[src/rtl/riscv_pkg.sv]
// rtl/riscv_pkg.sv - shared RV32I load/store encodings and memory-stage FSM states
package riscv_pkg;

  localparam logic [2:0] F3_B  = 3'b000;
  localparam logic [2:0] F3_H  = 3'b001;
  localparam logic [2:0] F3_W  = 3'b010;
  localparam logic [2:0] F3_BU = 3'b100;
  localparam logic [2:0] F3_HU = 3'b101;

  typedef enum logic [1:0] {
    ST_IDLE = 2'b00,
    ST_REQ  = 2'b01,
    ST_WAIT = 2'b10,
    ST_DONE = 2'b11
  } mem_state_t;

  // Access size code: 00 byte, 01 half, 10 word; undefined funct3 behaves as word.
  function automatic logic [1:0] f3_size(input logic [2:0] f3);
    case (f3)
      F3_B, F3_BU: f3_size = 2'b00;
      F3_H, F3_HU: f3_size = 2'b01;
      F3_W:        f3_size = 2'b10;
      default:     f3_size = 2'b10;
    endcase
  endfunction

  function automatic logic f3_signed(input logic [2:0] f3);
    f3_signed = (f3 == F3_B) || (f3 == F3_H);
  endfunction

endpackage

[src/rtl/lsu_align.sv]
// rtl/lsu_align.sv - store lane/byte-enable generation, load extraction and misalignment detect
module lsu_align
  import riscv_pkg::*;
(
  input  logic [2:0]  st_funct3,
  input  logic [1:0]  st_off,
  input  logic        st_load,
  input  logic [31:0] wdata,
  output logic [3:0]  be,
  output logic [31:0] wdata_rep,
  output logic        misaligned,
  input  logic [2:0]  ld_funct3,
  input  logic [1:0]  ld_off,
  input  logic [31:0] rdata,
  output logic [31:0] rdata_ext
);

  logic [1:0]  st_size;
  logic [1:0]  ld_size;
  logic        ld_sgn;
  logic [31:0] shifted;

  always_comb begin
    st_size    = f3_size(st_funct3);
    misaligned = ((st_size == 2'b01) && st_off[0]) ||
                 ((st_size == 2'b10) && (st_off != 2'b00));
    be         = 4'b1111;
    wdata_rep  = wdata;
    if (!st_load) begin
      case (st_size)
        2'b00: begin
          be        = 4'b0001 << st_off;
          wdata_rep = {4{wdata[7:0]}};
        end
        2'b01: begin
          be        = st_off[1] ? 4'b1100 : 4'b0011;
          wdata_rep = {2{wdata[15:0]}};
        end
        default: begin
          be        = 4'b1111;
          wdata_rep = wdata;
        end
      endcase
    end
  end

  always_comb begin
    ld_size = f3_size(ld_funct3);
    ld_sgn  = f3_signed(ld_funct3);
    shifted = rdata >> {ld_off, 3'b000};
    case (ld_size)
      2'b00:   rdata_ext = {{24{ld_sgn & shifted[7]}}, shifted[7:0]};
      2'b01:   rdata_ext = {{16{ld_sgn & shifted[15]}}, shifted[15:0]};
      default: rdata_ext = rdata;
    endcase
  end

endmodule

[src/rtl/mem_stage_ctrl.sv]
// rtl/mem_stage_ctrl.sv - ME-stage load/store sequencer driving a req/gnt/rvalid data port
module mem_stage_ctrl
  import riscv_pkg::*;
#(
  parameter int TIMEOUT = 16,
  parameter int CNT_W   = 8
) (
  input  logic        clk,
  input  logic        rst_n,
  input  logic        mem_rd_M,
  input  logic        mem_wr_M,
  input  logic [2:0]  funct3_M,
  input  logic [31:0] addr_M,
  input  logic [31:0] wdata_M,
  output logic        dmem_req,
  output logic        dmem_we,
  output logic [31:0] dmem_addr,
  output logic [3:0]  dmem_be,
  output logic [31:0] dmem_wdata,
  input  logic        dmem_gnt,
  input  logic        dmem_rvalid,
  input  logic [31:0] dmem_rdata,
  output logic [31:0] Rdata_ext_M,
  output logic        stall_pipe,
  output logic        stall_W,
  output logic        kill_W,
  output logic        mem_err
);

  localparam logic [CNT_W-1:0] CNT_LAST = CNT_W'(TIMEOUT - 1);

  mem_state_t        state_q, state_d;
  logic [CNT_W-1:0]  cnt_q, cnt_d;
  logic              err_q, err_d;
  logic              ld_q, ld_d;
  logic [2:0]        f3_q, f3_d;
  logic [1:0]        off_q, off_d;
  logic [31:0]       rdata_q, rdata_d;
  logic              req_q, req_d;
  logic              we_q, we_d;
  logic [31:0]       addr_q, addr_d;
  logic [3:0]        be_q, be_d;
  logic [31:0]       wdata_q, wdata_d;
  logic              stall_c;

  logic [3:0]        st_be;
  logic [31:0]       st_wdata;
  logic              misaligned;
  logic [31:0]       ld_ext;

  lsu_align u_align (
    .st_funct3 (funct3_M),
    .st_off    (addr_M[1:0]),
    .st_load   (mem_rd_M),
    .wdata     (wdata_M),
    .be        (st_be),
    .wdata_rep (st_wdata),
    .misaligned(misaligned),
    .ld_funct3 (f3_q),
    .ld_off    (off_q),
    .rdata     (dmem_rdata),
    .rdata_ext (ld_ext)
  );

  always_comb begin
    state_d = state_q;
    cnt_d   = cnt_q;
    err_d   = err_q;
    ld_d    = ld_q;
    f3_d    = f3_q;
    off_d   = off_q;
    rdata_d = rdata_q;
    req_d   = req_q;
    we_d    = we_q;
    addr_d  = addr_q;
    be_d    = be_q;
    wdata_d = wdata_q;
    stall_c = 1'b0;
    case (state_q)
      ST_IDLE: begin
        if (mem_rd_M || mem_wr_M) begin
          stall_c = 1'b1;
          ld_d    = mem_rd_M;
          f3_d    = funct3_M;
          off_d   = addr_M[1:0];
          if (misaligned) begin
            err_d   = 1'b1;
            state_d = ST_DONE;
          end else begin
            req_d   = 1'b1;
            we_d    = ~mem_rd_M;
            addr_d  = {addr_M[31:2], 2'b00};
            be_d    = st_be;
            wdata_d = st_wdata;
            cnt_d   = '0;
            state_d = ST_REQ;
          end
        end
      end
      ST_REQ: begin
        stall_c = 1'b1;
        cnt_d   = cnt_q + CNT_W'(1);
        if (dmem_gnt) begin
          req_d   = 1'b0;
          state_d = ld_q ? ST_WAIT : ST_DONE;
        end else if (cnt_q >= CNT_LAST) begin
          req_d   = 1'b0;
          err_d   = 1'b1;
          state_d = ST_DONE;
        end
      end
      ST_WAIT: begin
        stall_c = 1'b1;
        cnt_d   = cnt_q + CNT_W'(1);
        if (dmem_rvalid) begin
          rdata_d = ld_ext;
          state_d = ST_DONE;
        end else if (cnt_q >= CNT_LAST) begin
          err_d   = 1'b1;
          state_d = ST_DONE;
        end
      end
      ST_DONE: begin
        err_d   = 1'b0;
        state_d = ST_IDLE;
      end
    endcase
  end

  always_ff @(posedge clk or negedge rst_n) begin
    if (!rst_n) begin
      state_q <= ST_IDLE;
      cnt_q   <= '0;
      err_q   <= 1'b0;
      ld_q    <= 1'b0;
      f3_q    <= 3'b000;
      off_q   <= 2'b00;
      rdata_q <= 32'h0;
      req_q   <= 1'b0;
      we_q    <= 1'b0;
      addr_q  <= 32'h0;
      be_q    <= 4'h0;
      wdata_q <= 32'h0;
    end else begin
      state_q <= state_d;
      cnt_q   <= cnt_d;
      err_q   <= err_d;
      ld_q    <= ld_d;
      f3_q    <= f3_d;
      off_q   <= off_d;
      rdata_q <= rdata_d;
      req_q   <= req_d;
      we_q    <= we_d;
      addr_q  <= addr_d;
      be_q    <= be_d;
      wdata_q <= wdata_d;
    end
  end

  // Stalls are forced low while reset is held so the pipeline is released immediately.
  assign stall_pipe  = rst_n & stall_c;
  assign stall_W     = rst_n & stall_c;
  assign mem_err     = (state_q == ST_DONE) && err_q;
  assign kill_W      = (state_q == ST_DONE) && err_q;
  assign Rdata_ext_M = err_q ? 32'h0 : rdata_q;
  assign dmem_req    = req_q;
  assign dmem_we     = we_q;
  assign dmem_addr   = addr_q;
  assign dmem_be     = be_q;
  assign dmem_wdata  = wdata_q;

endmodule

[config.mk]
export PLATFORM = sky130hd
export DESIGN_NAME = mem_stage_ctrl
export DESIGN_NICKNAME = d
export VERILOG_FILES = /design/src/rtl/riscv_pkg.sv /design/src/rtl/lsu_align.sv /design/src/rtl/mem_stage_ctrl.sv
export SDC_FILE = /design/constraint.sdc
export NUM_CORES = 1
export LEC_CHECK = 0
export CAP_MARGIN = 20
export CORE_UTILIZATION = 40
export DETAILED_ROUTE_END_ITERATION = 8
export HOLD_SLACK_MARGIN = 0.15
export PLACE_DENSITY = 0.76
export SYNTH_ARGS = -nofsm -noshare
export SYNTH_HDL_FRONTEND = slang
export SYNTH_SLANG_ARGS = --single-unit
[constraint.sdc]
create_clock -name clk -period 1.9 [get_ports clk]
set_input_delay 0.38 -clock clk [delete_from_list [all_inputs] [get_ports clk]]
set_output_delay 0.38 -clock clk [all_outputs]
set_load 0.02 [all_outputs]
==> impl_metrics.tcl <==
set metrics [dict create \
    status "finished, violations left" \
    violations "negative setup slack" \
    syn_to_final_growth_pct 55.03 \
    max_freq_mhz 509.6 \
    boundaryPins 211 \
    vias 5467 \
    cp_cell_sequence "inv_2 -> ha_4 -> inv_4 -> a21oi_4 -> buf_6 -> buf_6" \
    first_iter_violations 422 \
    start_kind "register" \
    postLayoutSetupSlackWorst_ps -62.16 \
    syn_inst 639 \
    path_class "register to output pin" \
    seq_area_frac_synth 0.5091 \
    cts.sinks 117 \
    ir_worst_vdd_v 0.0007976 \
    rr_worst_depth 5 \
    insertion_delay_ps 410 \
    yosysTopAreaCell "dfrtp_1" \
    yosys.area.top_type_share 0.5091 \
    crit_slowest_cell "dfrtp_1" \
    via_per_inst 5.105 \
    fp.dieH_um 121.9 \
    worstHoldStart "dmem_addr[17]" \
    dpl.hpwl_um 12200 \
    worst-slew-pin-transition_ps 677.2 \
    grt_max_degree 118 \
    fp.coreArea_mm2 0.01393 \
    yosys_warnings 0 \
    synthArstFlopShare 1.000 \
    synthFlopType "dfrtp_1" \
    crit_fanout 4 \
    rsz0062_at_grt "yes" \
    grt_pass1_vias 5323 \
    cp.required_ps 1520 \
    fp.dieW_um 121.9 \
    routedWlPerCell_um 16.14 \
    startpoint "state_q[0]" \
    min_period_ps 1962 \
    fin_total_pwr_mw 14.40 \
    drv_cap 0 \
    drtPass1Iterations 4 \
    synthTopCellsByArea "dfrtp_1, nand2_1, mux2i_1" \
    antenna_found_initial 0 \
    clock_path_buffers 2 \
    cts_tree "yes" \
    place_ws_ps -375.2 \
    num-fill-cells 1161 \
    drive_above_1_share 0.1582 \
    arrival_ps 1580 \
    cp-end-kind "output pin" \
    remaining_drc_errors 0 \
    yosys_register_bits 117 \
    fin_skew_ps 8.865 \
    clk_pin_slew_worst_paths_ps 50 \
    syn_area_per_cell_um2 8.999 \
    wl_um 17290 \
    gr-usage-all-layers 0.2403 \
    finalHoldViolCount 0 \
    finalCritPeriodShare 1.033 \
    numCtsBuffers 17 \
    powerDensity_mw_per_mm2 1615 \
    drv_slew 0 \
    yosysMostFrequentCell "nand2_1" \
    synthesis.area_mm2 0.005751 \
    finalWeightedCongestion 0.8694 \
    n_antenna_cell 0 \
    grt-ovfl-total 0 \
    r2r_end "rdata_q[12]" \
    grt_pass1_wl_um 27090 \
    cpMostUsedCell "buf_6" \
    die_area_mm2 0.01486 \
    crit_path_end "stall_pipe" \
    rrSetupSlack_ps 100 \
    synth_cell_types 50 \
    max_stage_delay_ps 400 \
    cts_htree_levels 4 \
    fin_nets 991 \
    row_count 43 \
    start_util 0.4127 \
    finalSetupViolCount 2 \
    hp-class "register to register" \
    cts-root-buf "clkbuf_16" \
    max_slew_margin 0.5485 \
    synth_edf_count 0 \
    rr_startpoint "off_q[1]" \
    final_antenna_net_count 0 \
    port_buffers 208 \
    synth.top_cells.by_count "nand2_1, dfrtp_1, o21ai_0" \
    p_leak_nw 4.106 \
]
[sequential cells by signal, indices dropped and copies added (netlist names)]
register    cells
off_q           2
dmem_we         1
dmem_addr      30
cnt_q           8
dmem_req        1
state_q         2
rdata_q        32
f3_q            3
ld_q            1
err_q           1
dmem_wdata     32
dmem_be         4
[power by group]
part           switching [mW]  leakage, nW  internal (mW)  total, mW
clock network            1.10        0.283           1.99       3.09
registers               0.652         1.45           3.62       4.27
logic                    3.77         2.38           3.27       7.04
[worst min path at each step]
stage                          to  depth (start not counted)
floorplan                cnt_q[0]                          0
global placement       rdata_q[2]                          2
detailed placement   dmem_addr[8]                          2
CTS                 dmem_addr[20]                          3
global route         dmem_addr[8]                          3
finish              dmem_addr[17]                          2
[stage by stage]
stage / util / TNS (ps) / hold slack (ps) / instance area (um^2) / std cells
3_5_place_dp: 0.5989 / -15740 / 461.4 / 8346 / 1037
4_1_cts: 0.6405 / -163.1 / 472.0 / 8925 / 1070
2_1_floorplan: - / 0 / 84.41 / 5758 / 640
6_report: 0.6398 / -100.4 / 471.1 / 8915 / 1071
5_1_grt: 0.6398 / -230.6 / 484.1 / 8915 / 1071
3_3_place_gp: 0.5989 / -14110 / 454.7 / 8346 / 1037
[critical path, delay by kind of cell (launching register included)]
kind | cells | cell delay, ps
adders and majority gates | 1 | 280
AOI/OAI and AO/OA | 1 | 160
DFF | 1 | 400
buffers and inverters | 4 | 330
[cell usage in the layout, fill, tap and decap left out, drive strengths merged, types with 4 or more instances in the layout]
cell           netlist  routed
a221oi               8       8
a2bb2oi              9       9
a31oi                6       6
buf                 20      61
clkbuf              25      46
clkdlybuf4s15        0       9
clkdlybuf4s50        0     171
clkinv               0       4
dfrtp              117     117
ha                   7       7
inv                  8       8
mux2i               33      33
nand2              191     191
nand3               40      40
nor2                32      32
nor2b               33      33
o21ai               51      51
o22ai                8       8
o2bb2ai              8       8
[cells by family after synthesis]
group / share of synthesized area
other cells: 0.0006521
fa+ha+maj: 0.01523
flops: 0.5091
mux: 0.06332
simple gates: 0.2404
compound gates: 0.1284
buf+inv: 0.04286
[what timing repair did]
item / in CTS / in global routing
hold endpoints to repair: 112 / 0
endpoints found under the setup margin: 36 / 43
gates resized for setup: 61 / 66
pin swaps: 2 / 4
hold buffers: 1 / 0
buffers inserted: 1 / 1
[final cells by class]
cell class,instances,area (um^2),area share
clock buffers,23,508.0,0.05698
flip-flops and latches,117,2928,0.3284
well taps,180,225.2,0.02526
clock inverters,8,72.57,0.008140
inverters,8,32.53,0.003649
multi-input cells,470,2670,0.2995
repair buffers,265,2479,0.2780
[layer usage]
layer,global-route usage,up-vias,wire length (um)
li1,-,2649,-
met1,0.2910,2575,7181
met2,0.3806,220,8087
met3,0.09316,23,1711
met4,0.1003,0,304
met5,0,-,0
Note: power is estimated with default switching activity, not from simulation.
